File: src/rtl/mod5_pkg.sv
// Shared types and the mod-5 residue step used by the
// serial transmitter and the receiver-side checker.
package mod5_pkg;

    typedef enum logic [1:0] {
        IDLE,
        SHIFT,
        GAP
    } state_t;

    typedef logic [2:0] residue_t;

    localparam int MOD = 5;

    // Unreachable encodings 5..7 fall back to 0.
    function automatic residue_t mod5_next(residue_t r, logic b);
        residue_t n;
        case (r)
            3'd0:    n = b ? 3'd1 : 3'd0;
            3'd1:    n = b ? 3'd3 : 3'd2;
            3'd2:    n = b ? 3'd0 : 3'd4;
            3'd3:    n = b ? 3'd2 : 3'd1;
            3'd4:    n = b ? 3'd4 : 3'd3;
            default: n = 3'd0;
        endcase
        return n;
    endfunction

endpackage

File: src/rtl/mod5_serial_tx_if.sv
// Parallel word handshake into the serial transmitter.
interface mod5_serial_tx_if #(
    parameter int WIDTH = 8
);
    logic             in_valid;
    logic [WIDTH-1:0] in_data;
    logic             in_ready;

    modport master (
        output in_valid,
        output in_data,
        input  in_ready
    );

    modport slave (
        input  in_valid,
        input  in_data,
        output in_ready
    );
endinterface

File: src/rtl/mod5_residue_step.sv
// Registered running residue (mod 5) of the emitted bit
// stream, with the matching divisible-by-5 flag.
module mod5_residue_step
    import mod5_pkg::*;
(
    input  logic     clk,
    input  logic     reset,
    input  logic     clear,
    input  logic     en,
    input  logic     bit_in,
    output residue_t residue,
    output logic     exp_div5
);

    residue_t nxt;

    always_comb begin
        nxt = residue;
        if (clear)
            nxt = '0;
        else if (en)
            nxt = mod5_next(residue, bit_in);
    end

    always_ff @(posedge clk or posedge reset) begin
        if (reset) begin
            residue  <= '0;
            exp_div5 <= 1'b1;
        end else begin
            residue  <= nxt;
            exp_div5 <= (nxt == '0);
        end
    end

endmodule

File: src/rtl/mod5_serial_tx.sv
// MSB-first serial stimulus source with a golden running
// mod-5 residue, aligned with a Moore-style detector.
module mod5_serial_tx
    import mod5_pkg::*;
#(
    parameter int WIDTH      = 8,
    parameter int GAP_CYCLES = 1,
    parameter bit CONTINUOUS = 1'b1
) (
    input  logic             clk,
    input  logic             reset,
    mod5_serial_tx_if.slave  bus,
    input  logic             abort,
    output logic             x,
    output logic             x_valid,
    output logic             frame_start,
    output logic             frame_end,
    output residue_t         residue,
    output logic             exp_div5,
    output logic             busy
);

    localparam int CW = (WIDTH > 1) ? $clog2(WIDTH) : 1;
    localparam logic [CW-1:0] CNT_TOP  = CW'(WIDTH - 1);
    localparam logic [3:0]    GAP_LAST = 4'(GAP_CYCLES - 1);

    state_t           state;
    state_t           state_nxt;
    logic [WIDTH-1:0] shreg;
    logic [CW-1:0]    cnt;
    logic [3:0]       gap_cnt;
    logic             accept;
    logic             step;

    always_comb begin
        state_nxt    = state;
        x            = 1'b0;
        x_valid      = 1'b0;
        frame_start  = 1'b0;
        frame_end    = 1'b0;
        bus.in_ready = 1'b0;
        busy         = 1'b1;
        accept       = 1'b0;
        step         = 1'b0;
        unique case (state)
            IDLE: begin
                bus.in_ready = 1'b1;
                busy         = 1'b0;
                accept       = bus.in_valid;
                if (bus.in_valid)
                    state_nxt = SHIFT;
            end
            SHIFT: begin
                x           = shreg[WIDTH-1];
                x_valid     = 1'b1;
                frame_start = (cnt == CNT_TOP);
                frame_end   = (cnt == '0);
                step        = !abort;
                if (abort)
                    state_nxt = IDLE;
                else if (cnt == '0)
                    state_nxt = (GAP_CYCLES > 0) ? GAP : IDLE;
            end
            GAP: begin
                if (abort || gap_cnt == GAP_LAST)
                    state_nxt = IDLE;
            end
            default: state_nxt = IDLE;
        endcase
    end

    always_ff @(posedge clk or posedge reset) begin
        if (reset) begin
            state   <= IDLE;
            shreg   <= '0;
            cnt     <= '0;
            gap_cnt <= '0;
        end else begin
            state <= state_nxt;
            if (accept) begin
                shreg   <= bus.in_data;
                cnt     <= CNT_TOP;
                gap_cnt <= '0;
            end else if (state != IDLE && abort) begin
                shreg   <= '0;
                cnt     <= '0;
                gap_cnt <= '0;
            end else if (state == SHIFT) begin
                shreg <= shreg << 1;
                if (cnt != '0)
                    cnt <= cnt - 1'b1;
            end else if (state == GAP) begin
                gap_cnt <= gap_cnt + 1'b1;
            end
        end
    end

    // A non-continuous stream restarts its residue with each word.
    mod5_residue_step u_res (
        .clk      (clk),
        .reset    (reset),
        .clear    (accept && !CONTINUOUS),
        .en       (step),
        .bit_in   (shreg[WIDTH-1]),
        .residue  (residue),
        .exp_div5 (exp_div5)
    );

endmodule

File: src/flat_wrapper.sv
// flat-port wrapper written by rule: the top's interface ports become plain ports
module mod5_serial_tx_flat import mod5_pkg::*;
#(
    parameter int WIDTH      = 8,
    parameter int GAP_CYCLES = 1,
    parameter bit CONTINUOUS = 1'b1
)
  (clk, reset, abort, x, x_valid, frame_start, frame_end, residue, exp_div5, busy, bus_in_valid, bus_in_data, bus_in_ready);
  mod5_serial_tx_if #(.WIDTH(WIDTH)) bus_i ();
  input  logic clk;
  input  logic reset;
  input  logic abort;
  output logic x;
  output logic x_valid;
  output logic frame_start;
  output logic frame_end;
  output residue_t residue;
  output logic exp_div5;
  output logic busy;
  input wire logic [$bits(bus_i.in_valid)-1:0] bus_in_valid;
  input wire logic [$bits(bus_i.in_data)-1:0] bus_in_data;
  output wire logic [$bits(bus_i.in_ready)-1:0] bus_in_ready;
  assign bus_i.in_valid = bus_in_valid;
  assign bus_i.in_data = bus_in_data;
  assign bus_in_ready = bus_i.in_ready;
  mod5_serial_tx #(.WIDTH(WIDTH), .GAP_CYCLES(GAP_CYCLES), .CONTINUOUS(CONTINUOUS)) u_core (.clk(clk), .reset(reset), .bus(bus_i), .abort(abort), .x(x), .x_valid(x_valid), .frame_start(frame_start), .frame_end(frame_end), .residue(residue), .exp_div5(exp_div5), .busy(busy));
endmodule
File: config.mk
export PLATFORM = sky130hd
export DESIGN_NAME = mod5_serial_tx_flat
export DESIGN_NICKNAME = d
export VERILOG_FILES = /design/src/rtl/mod5_pkg.sv /design/src/rtl/mod5_serial_tx_if.sv /design/src/rtl/mod5_residue_step.sv /design/src/rtl/mod5_serial_tx.sv /design/src/flat_wrapper.sv
export SDC_FILE = /design/constraint.sdc
export NUM_CORES = 1
export LEC_CHECK = 0
export BUFFER_PORTS_ARGS = -buffer_cell sky130_fd_sc_hd__buf_2
export CORE_ASPECT_RATIO = 1.4
export CORE_MARGIN = 2
export CORE_UTILIZATION = 40
export CTS_BUF_LIST = sky130_fd_sc_hd__clkbuf_8
export DETAILED_ROUTE_END_ITERATION = 7
export HOLD_SLACK_MARGIN = 0.1
export MAX_ROUTING_LAYER = met4
export SKIP_CTS_REPAIR_TIMING = 1
export SYNTH_ARGS = -nofsm -noshare
export SYNTH_HDL_FRONTEND = slang
export SYNTH_HIERARCHICAL = 1
export SYNTH_SLANG_ARGS = --single-unit
File: constraint.sdc
create_clock -name clk -period 1.7 [get_ports clk]
set_clock_uncertainty 0.2 [all_clocks]
set_input_delay 0.17 -clock clk [delete_from_list [all_inputs] [get_ports clk]]
set_output_delay 0.17 -clock clk [all_outputs]
set_load 0.05 [all_outputs]
Word level (Yosys, flattened, before mapping)
Cells that the tools add are included.

word-level totals
  flip-flop bits (word level) = 21
  output and inout port bits = 10
  logic and storage cells = 66
  input port bits = 12

operators by class
  reductions and logical operators = 16
  muxes and demuxes = 31
  eq/ne operators = 11
  add/sub/neg operators = 2

operators by type and width
  operator                                                                  count
  8-bit two-way mux                                                         3
  3-bit two-way mux                                                         7
  4-bit two-way mux                                                         4
  3-bit one-hot mux with 5 select lines                                     1
  3-bit nonzero test                                                        4
  1-bit two-way mux                                                         10
  2-bit two-way mux                                                         5
  3-bit logical NOT                                                         3
  3-bit by 2-bit == test with 1-bit output (second input constant)          2
  3-bit == test (second input constant)                                     2
  2-bit one-hot mux with 3 select lines                                     1
  4-bit by 1-bit adder with 4-bit output (second input constant)            1
  4-bit logical NOT                                                         1
  2-bit AND reduction                                                       2
  3-bit by 1-bit == test with 1-bit output (second input constant)          1
  3-bit by 1-bit inequality test with 1-bit output (second input constant)  1
  3-bit by 2-bit inequality test with 1-bit output (second input constant)  1
  3-bit AND reduction                                                       1
  3-bit by 1-bit subtractor with 3-bit output (second input constant)       1
  2-bit by 1-bit == test with 1-bit output (second input constant)          1
  2-bit == test (second input constant)                                     1
  2-bit logical NOT                                                         1
  2-bit by 1-bit inequality test with 1-bit output (second input constant)  1
  2-bit inequality test (second input constant)                             1
  4 further kinds                                                           4

Depth between registers and ports, before layout
Gate-level depths: netlist of the first run.

  depth after elaboration = 5
  depth in mapped cells = 6
  mapped depth without buffers = 6

Modules after synthesis
The synthesis of the first run kept the hierarchy.

modules (own cells, without submodules)
  module             cells an instance  sequential area each (um2)  instances  area an instance (um2)
  mod5_serial_tx     105                425.4                       1          962.2
  mod5_residue_step  28                 101.3                       1          249.0

Least setup slack after synthesis of the first run
OpenSTA, ideal clock, no wires.

  path type = reg-to-reg
  start = register u_core.state[0]
  end = register u_core.shreg[3]
  stages on the path, launching flop included = 7
  path buffers = 1
  required time = 1.421 ns
  clock period less this slack = 2.282 ns
  arrival = 2.003 ns
  library setup time = 0.079 ns
  path slack = -0.582 ns
  cells stage by stage = dfrtp_1 -> nor2_1 -> inv_2 -> a21oi_2 -> buf_4 -> o21ai_1 -> a2bb2oi_1

between the ends
  longest elaborated chain between the ends = 4
  elaborated cells on any way between the ends = 8
  classes of those cells = eq/ne: 1; mux: 3; reduce/logical: 4

RTL lines
  item                    RTL line              text
  from (decl)             mod5_serial_tx.sv:27  state_t state;
  from (signal assigned)  mod5_serial_tx.sv:79  state <= state_nxt;
  2-bit nonzero test      mod5_serial_tx.sv:84  end else if (state != IDLE && abort) begin
  1-bit logical AND       mod5_serial_tx.sv:84
  8-bit two-way mux       mod5_serial_tx.sv:84
  8-bit two-way mux       mod5_serial_tx.sv:80  if (accept) begin
  to (signal assigned)    mod5_serial_tx.sv:81  shreg <= bus.in_data;
  to (signal assigned)    mod5_serial_tx.sv:89  shreg <= shreg << 1;
  to (decl)               mod5_serial_tx.sv:29  logic [WIDTH-1:0] shreg;

Parallel ways exist; a longest one is shown, timed or not.
A chain may end at the register's enable or synchronous reset.

Worst setup path after layout of the first run
  start = register u_core.cnt[1]
  end = output frame_end

between the ends
  longest elaborated chain between the ends = 2

RTL lines
  item                    RTL line              text
  from (decl)             mod5_serial_tx.sv:30  logic [CW-1:0] cnt;
  from (signal assigned)  mod5_serial_tx.sv:91  cnt <= cnt - 1'b1;
  3-bit logical NOT       mod5_serial_tx.sv:57  frame_end = (cnt == '0);
  1-bit two-way mux       mod5_serial_tx.sv:45  unique case (state)
  to (decl)               flat_wrapper.sv:16    output logic frame_end;

Every way passes these cells.

==> qor.yml, run 1 <==
cts:
  clk_transition_reported_paths_ns: 0.08
  cts_tree: "yes"
  cts_root_buf: "sky130_fd_sc_hd__clkbuf_8"
  clock_insertion_delay_worst_skew_ns: 0.26
  clkSinkCount: 21
  numCtsBuffers: 3
  cts_htree_levels: 1
  buffers_from_clock_root_to_sink_at_most: 2
timing:
  timing.setup.tns_ns: -0.02269
  final_hold_violation_count: 0
  timing_max_transition_violations_final: 0
  finalCritPeriodShare_pct: 101.1
  timing.final.crit_period_ns: 1.718
  max_freq_mhz: 582.1
  finalSetupViolCount: 2
  final.setup.worst_slack_ns: -0.01800
  rsz0062_at_grt: "true"
worst_setup_path:
  timing.critical_path.max_delay_family: "flip-flops"
  crit_path_start_kind: "flip-flop"
  arrival_ns: 1.35
  crit_slowest_cell: "sky130_fd_sc_hd__dfrtp_1"
  worst-path-buf-inv: 3
  critPathRequiredTime_ns: 1.33
  setup.worst_path.class: "reg2out"
  critical_path.max_stage_delay_ns: 0.41
  timing.critical_path.fanout_max: 4
  timing.critical_path.cells: "inv_2 -> ha_4 -> nor2b_4 -> nand2_2 -> inv_2 -> buf_8"
  critical_path.most_common_cell: "sky130_fd_sc_hd__inv_2"
  worstSetupEndpointType: "output pin"
synthesis:
  synth.cell_area_um2: 1211
  synth-edff-count: 0
  postSynthAreaPerCell_um2: 9.106
  post_synth_num_cell_types: 38
  synth_top_flop_cell: "sky130_fd_sc_hd__dfrtp_1"
  asyncSetResetFlopFracSynth_pct: 100.0
  ys_seq_elements: 21
  synth_cells: 133
  synth.yosys.seq_area_share_pct: 43.49
  post-synth-top-area-cell: "sky130_fd_sc_hd__dfrtp_1"
  synth_top_cells_by_area: "sky130_fd_sc_hd__dfrtp_1 41%, sky130_fd_sc_hd__ha_1 5.2%, sky130_fd_sc_hd__a2bb2oi_1 5.1%"
  synth_top_area_share_pct: 41.32
  ys.warnings.count: 6
drt:
  highest_layer: "met4"
  dr_total_vias: 1135
  wl_met1_um: 1264
  route.met3.wl_um: 109
  wl_um: 2987
  remaining_drc_errors: 0
  detailedRoute.firstIterationViolations: 29
  antenna_left: 0
  met2WireLength_um: 1529
  vias_per_cell: 5.206
  pre_repair_dr_iteration_count: 4
  wl_per_cell_um: 13.70
global_route:
  grt_overflow_total: 0
  first_global_vias: 1115
  grt_first_pass_wirelength_um: 4857
  maximum_number_of_pins_on_one_net_before_global_route_repair: 18
  groute.usage.overall_pct: 18.23
  antenna_found_initial: 0
final_layout:
  fin_nets: 199
  layout_common_cells: "18 x sky130_fd_sc_hd__buf_2, 17 x sky130_fd_sc_hd__dfrtp_1, 15 x sky130_fd_sc_hd__buf_4, 13 x sky130_fd_sc_hd__nand2_1, 10 x sky130_fd_sc_hd__dlygate4sd3_1"
  layout_commonest_cell: "sky130_fd_sc_hd__buf_2"
  num-fill-cells: 260
  postLayoutCellArea_um2: 1727
  flow.area_growth_from_synthesis_pct: 42.56
  drive_gt1_share_pct: 36.46
  register_area_um2: 530.5
  multi_input_comb_area_um2: 694.4
  insertedDiodeCount: 0
worst_hold_path:
  hp_class: "in2reg"
floorplanning:
  ioPinCount: 22
  row_count: 23
  core_area_um2: 2878
  die-height_um: 69.11
  fp.dieArea_um2: 3490
  die_w_um: 50.51
  initial_utilization_pct: 42.09
power:
  power_density_nw_per_um2: 1534
  power_frac_clock_pct: 12.8
  pwr-share-seq_pct: 31.5
  power.static_leakage_nw: 0.7734
  power_switching_w: 0.001147
  total_power_w: 0.002648
  intPower_w: 0.001501
  switching_share_pct: 43.32
  power.share.combinational_pct: 55.7
  ir_drop_mv: 1.089
flow_run:
  max-cap-violations: 0
placed_design:
  detailed_place_hpwl_um: 2034
  dpl-instance-area_um2: 1458
  io_buffer_count: 21
  routabilityCongestion: 0.7912
run_status:
  failed_checks: "setup timing"
  status: "finished, violations left"
worst register-to-register path: cells and delay by family (launching register included):
| family | cells | cell delay, ns |
|---|---|---|
| fa+ha+maj | 1 | 0.16 |
| buf+inv | 2 | 0.21 |
| simple gates | 1 | 0.13 |
| flops | 1 | 0.38 |
| compound gates | 2 | 0.43 |
through the flow:
step           std cells  hold slack [ns]  worst slack, ns  util [%]
6_report             218          0.07594         -0.01800     60.00
2_1_floorplan        136          -0.2647        0.0002943         -
3_5_place_dp         200          -0.1343          0.02837     50.65
4_1_cts              204          -0.4244          -0.2629     52.26
3_3_place_gp         200          -0.1395          0.07742     50.65
5_1_grt              218           0.1070         -0.09260     60.00
area by class of cell:
class	count	share of cell area, %
Clock inverter	1	0.2899
Multi-Input combinational cell	95	40.22
Inverter	14	3.333
Timing Repair Buffer	47	20.36
Clock buffer	3	2.391
Sequential cell	21	30.72
Tap cell	37	2.681
final timing paths:
kind | startpoint | to | slack [ns] | cells after the start
setup / recovery | u_core/cnt[1] | frame_end | -0.02 | 6
hold / removal | bus_in_valid | u_core/gap_cnt[0] | 0.08 | 4
setup reg to reg | u_core/cnt[1] | u_core/cnt[0] | 0.08 | 6
hold reg to reg | u_core/shreg[0] | u_core/shreg[0] | 0.33 | 1
max in group asynchronous | reset | u_core/state[1] | 0.82 | 4
min in group asynchronous | reset | u_core/u_res/residue[0] | 0.12 | 3
layer usage:
metal / track usage (%) / vias up
li1: - / 561
met1: 21.22 / 535
met2: 30.99 / 30
met3: 1.948 / 9
met4: 8.108 / 0
met5: - / -
cells by family after synthesis:
| family | synth area share, % |
|---|---|
| multiplexers | 1.859 |
| AND/OR/NAND/NOR | 18.70 |
| adder cells (fa/ha/maj) | 5.165 |
| AO/OA/AOI/OAI | 23.24 |
| other | 0.3096 |
| buffers and inverters | 7.231 |
| flip-flops | 43.49 |
synthesized netlist by cell type (2+ instances only):
library cell and instances:
sky130_fd_sc_hd__inv_1 11, sky130_fd_sc_hd__a21oi_1 7, sky130_fd_sc_hd__o21ai_1 2, sky130_fd_sc_hd__mux2_1 2
sky130_fd_sc_hd__nand3b_1 2, sky130_fd_sc_hd__a31oi_1 3, sky130_fd_sc_hd__buf_2 4, sky130_fd_sc_hd__buf_4 2
sky130_fd_sc_hd__a2bb2oi_1 7, sky130_fd_sc_hd__inv_2 3, sky130_fd_sc_hd__o31ai_1 3, sky130_fd_sc_hd__ha_1 5
sky130_fd_sc_hd__nor2_1 7, sky130_fd_sc_hd__a21o_1 2, sky130_fd_sc_hd__o21ai_0 9, sky130_fd_sc_hd__nand2_1 15
sky130_fd_sc_hd__o32ai_1 3, sky130_fd_sc_hd__dfrtp_1 20, sky130_fd_sc_hd__nor3_1 3, sky130_fd_sc_hd__nand2b_1 5
power by group through the flow:
stage / sequential, W / combinational, W / clock [W]
CTS: 0.000808 / 0.00126 / 0.000350
floorplan: 0.000814 / 0.000915 / 0
global route: 0.000859 / 0.00160 / 0.000369
global placement: 0.000803 / 0.00123 / 0
finish: 0.000835 / 0.00147 / 0.000338
detailed placement: 0.000814 / 0.00125 / 0
state kept, by name, summed over array words and instances (netlist names):
name / count
u_core/shreg: 8
u_core/cnt: 3
u_core/gap_cnt: 4
u_core/state: 2
u_core/u_res/residue: 3
u_core/u_res/exp_div5: 1
No activity file was read; power rests on OpenSTA's default activity.
==> inputs of run 2 (changes only) <==
Settings changed: SKIP_LAST_GASP from default to 1.
==> run 2 against run 1 <==
  * The flow still finishes with violations (setup timing)
  * Critical path depth unchanged
  * Sequential share of layout area increased by 0.067 points
  * Maximum frequency decreased by 1.0%
  * Worst hold slack got worse by 0.0072 ns
  * Die area unchanged
  * Non-clock buffer count unchanged
  * Sequential power about the same
  * Register-to-register slack got worse by 0.02 ns
  * Largest power group unchanged
==> qor.yml, run 2 (same netlist as run 1, synthesis figures left out) <==
worst_setup_path:
  setup.worst_path.class: "reg2out"
  critical_path.max_stage_delay_ns: 0.41
  timing.critical_path.cells: "inv_2 -> ha_4 -> nor2b_4 -> nand2_2 -> inv_1 -> buf_6"
  timing.critical_path.fanout_max: 4
  critPathRequiredTime_ns: 1.33
  crit_slowest_cell: "sky130_fd_sc_hd__dfrtp_1"
  worst-path-buf-inv: 3
  arrival_ns: 1.37
  worstRegToRegCells: 5
  terminus_of_the_critical_flop_to_flop_path: "u_core/u_res/residue[2]"
  crit_path_start_kind: "flip-flop"
  worstSetupEndpointType: "output pin"
  critical_path.reg2reg.startpoint: "u_core/state[0]"
  rrSetupSlack_ns: 0.06
  timing.critical_path.max_delay_family: "flip-flops"
final_layout:
  insertedDiodeCount: 0
  fin_nets: 199
  layout_commonest_cell: "sky130_fd_sc_hd__buf_2"
  postLayoutCellArea_um2: 1723
  reg.largest.list: "u_core/shreg x8, u_core/gap_cnt x4"
  registers.top_by_ff_count: "u_core/shreg"
  drive_gt1_share_pct: 35.91
  layout_common_cells: "18 x sky130_fd_sc_hd__buf_2, 17 x sky130_fd_sc_hd__dfrtp_1, 15 x sky130_fd_sc_hd__buf_4, 13 x sky130_fd_sc_hd__nand2_1, 10 x sky130_fd_sc_hd__dlygate4sd3_1"
  number_of_flip_flops_under_the_largest_register_name: 8
  flow.area_growth_from_synthesis_pct: 42.25
placed_design:
  routabilityCongestion: 0.7912
  dpl-instance-area_um2: 1458
  io_buffer_count: 21
  detailed_place_hpwl_um: 2034
worst_hold_path:
  origin_of_the_worst_min_delay_path: "bus_in_valid"
  worstHoldPathCells: 4
  hold_end: "u_core/gap_cnt[0]"
  hp_class: "in2reg"
cts:
  buffers_from_clock_root_to_sink_at_most: 2
  numCtsBuffers: 3
  clkSinkCount: 21
  cts_tree: "yes"
  cts_root_buf: "sky130_fd_sc_hd__clkbuf_8"
  clock_insertion_delay_worst_skew_ns: 0.26
  cts_htree_levels: 1
  clk_transition_reported_paths_ns: 0.08
power:
  power_frac_clock_pct: 12.9
  power.static_leakage_nw: 0.7748
  switching_share_pct: 43.41
  intPower_w: 0.001497
  power_switching_w: 0.001148
  power.share.combinational_pct: 55.5
  power_density_nw_per_um2: 1536
  pwr-share-seq_pct: 31.6
  ir_drop_mv: 1.086
global_route:
  grt_first_pass_wirelength_um: 4857
  grt_overflow_total: 0
  groute.usage.overall_pct: 18.23
  first_global_vias: 1115
  antenna_found_initial: 0
  maximum_number_of_pins_on_one_net_before_global_route_repair: 18
timing:
  final_hold_violation_count: 0
  rsz0062_at_grt: "true"
  timing.final.crit_period_ns: 1.735
  finalSetupViolCount: 2
  final.setup.worst_slack_ns: -0.03543
  timing_max_transition_violations_final: 0
  finalCritPeriodShare_pct: 102.1
  max_freq_mhz: 576.2
  holdWs_ns: 0.06872
drt:
  detailedRoute.firstIterationViolations: 36
  remaining_drc_errors: 0
  wl_um: 3023
  dr_total_vias: 1141
  wl_per_cell_um: 13.87
  vias_per_cell: 5.234
  antenna_left: 0
  pre_repair_dr_iteration_count: 5
floorplanning:
  fp.dieArea_um2: 3490
  ioPinCount: 22
  row_count: 23
  initial_utilization_pct: 42.09
  core_area_um2: 2878
  die_w_um: 50.51
  die-height_um: 69.11
run_status:
  failed_checks: "setup timing"
  status: "finished, violations left"
flow_run:
  max-cap-violations: 0
## run 2: power groups by stage
stage / Clock [W] / Sequential, W / Combinational, W
floorplan: 0 / 0.000814 / 0.000915
global placement: 0 / 0.000803 / 0.00123
detailed placement: 0 / 0.000814 / 0.00125
CTS: 0.000350 / 0.000808 / 0.00126
global route: 0.000370 / 0.000859 / 0.00160
finish: 0.000340 / 0.000836 / 0.00147
## run 2: worst register-to-register path: cells and delay by family, from the launching register on
| kind | cells | cell delay [ns] |
|---|---|---|
| compound gates | 1 | 0.14 |
| buf+inv | 1 | 0.06 |
| flops | 1 | 0.49 |
| simple gates | 3 | 0.69 |
## run 2: area by class of cell
cell class                 instances  area [um^2]
multi-input combinational         95        694.4
tap                               37        46.29
timing repair buffer              47        347.8
inverter                          14        57.56
clock buffer                       3        41.29
clock inverter                     1        5.005
sequential                        21        530.5
fill                             260         1155
## run 2: how the worst max path moves through the flow
stage / start / end / slack [ns] / cells past startpoint
2_1_floorplan: u_core/cnt[0] / frame_end / 0.0003 / 5
3_3_place_gp: u_core/cnt[1] / u_core/cnt[0] / 0.08 / 6
3_5_place_dp: u_core/cnt[1] / u_core/state[0] / 0.03 / 6
4_1_cts: u_core/cnt[1] / frame_end / -0.26 / 6
5_1_grt: u_core/cnt[1] / frame_end / -0.10 / 6
6_report: u_core/cnt[1] / frame_end / -0.04 / 6
## run 2: metrics by stage
step                worst slack [ns]  utilization [%]  total power [W]  std cells   TNS, ns
CTS                          -0.2629            52.26         0.002413        204   -0.5320
detailed placement           0.02837            50.65         0.002069        200         0
finish                      -0.03543            59.87         0.002646        218  -0.04441
global placement             0.07742            50.65         0.002033        200         0
floorplan                  0.0002943                -         0.001729        136         0
global route                 -0.1048            59.87         0.002824        218   -0.1841
## run 2: per-layer routing
| metal | routed length, um | part of all wire [%] | GRT usage [%] |
|---|---|---|---|
| met1 | 1298 | 43 | 21.22 |
| met2 | 1519 | 50 | 30.99 |
| met3 | 117 | 3.9 | 1.948 |
| met4 | 87 | 2.9 | 8.108 |
| met5 | 0 | 0 | - |
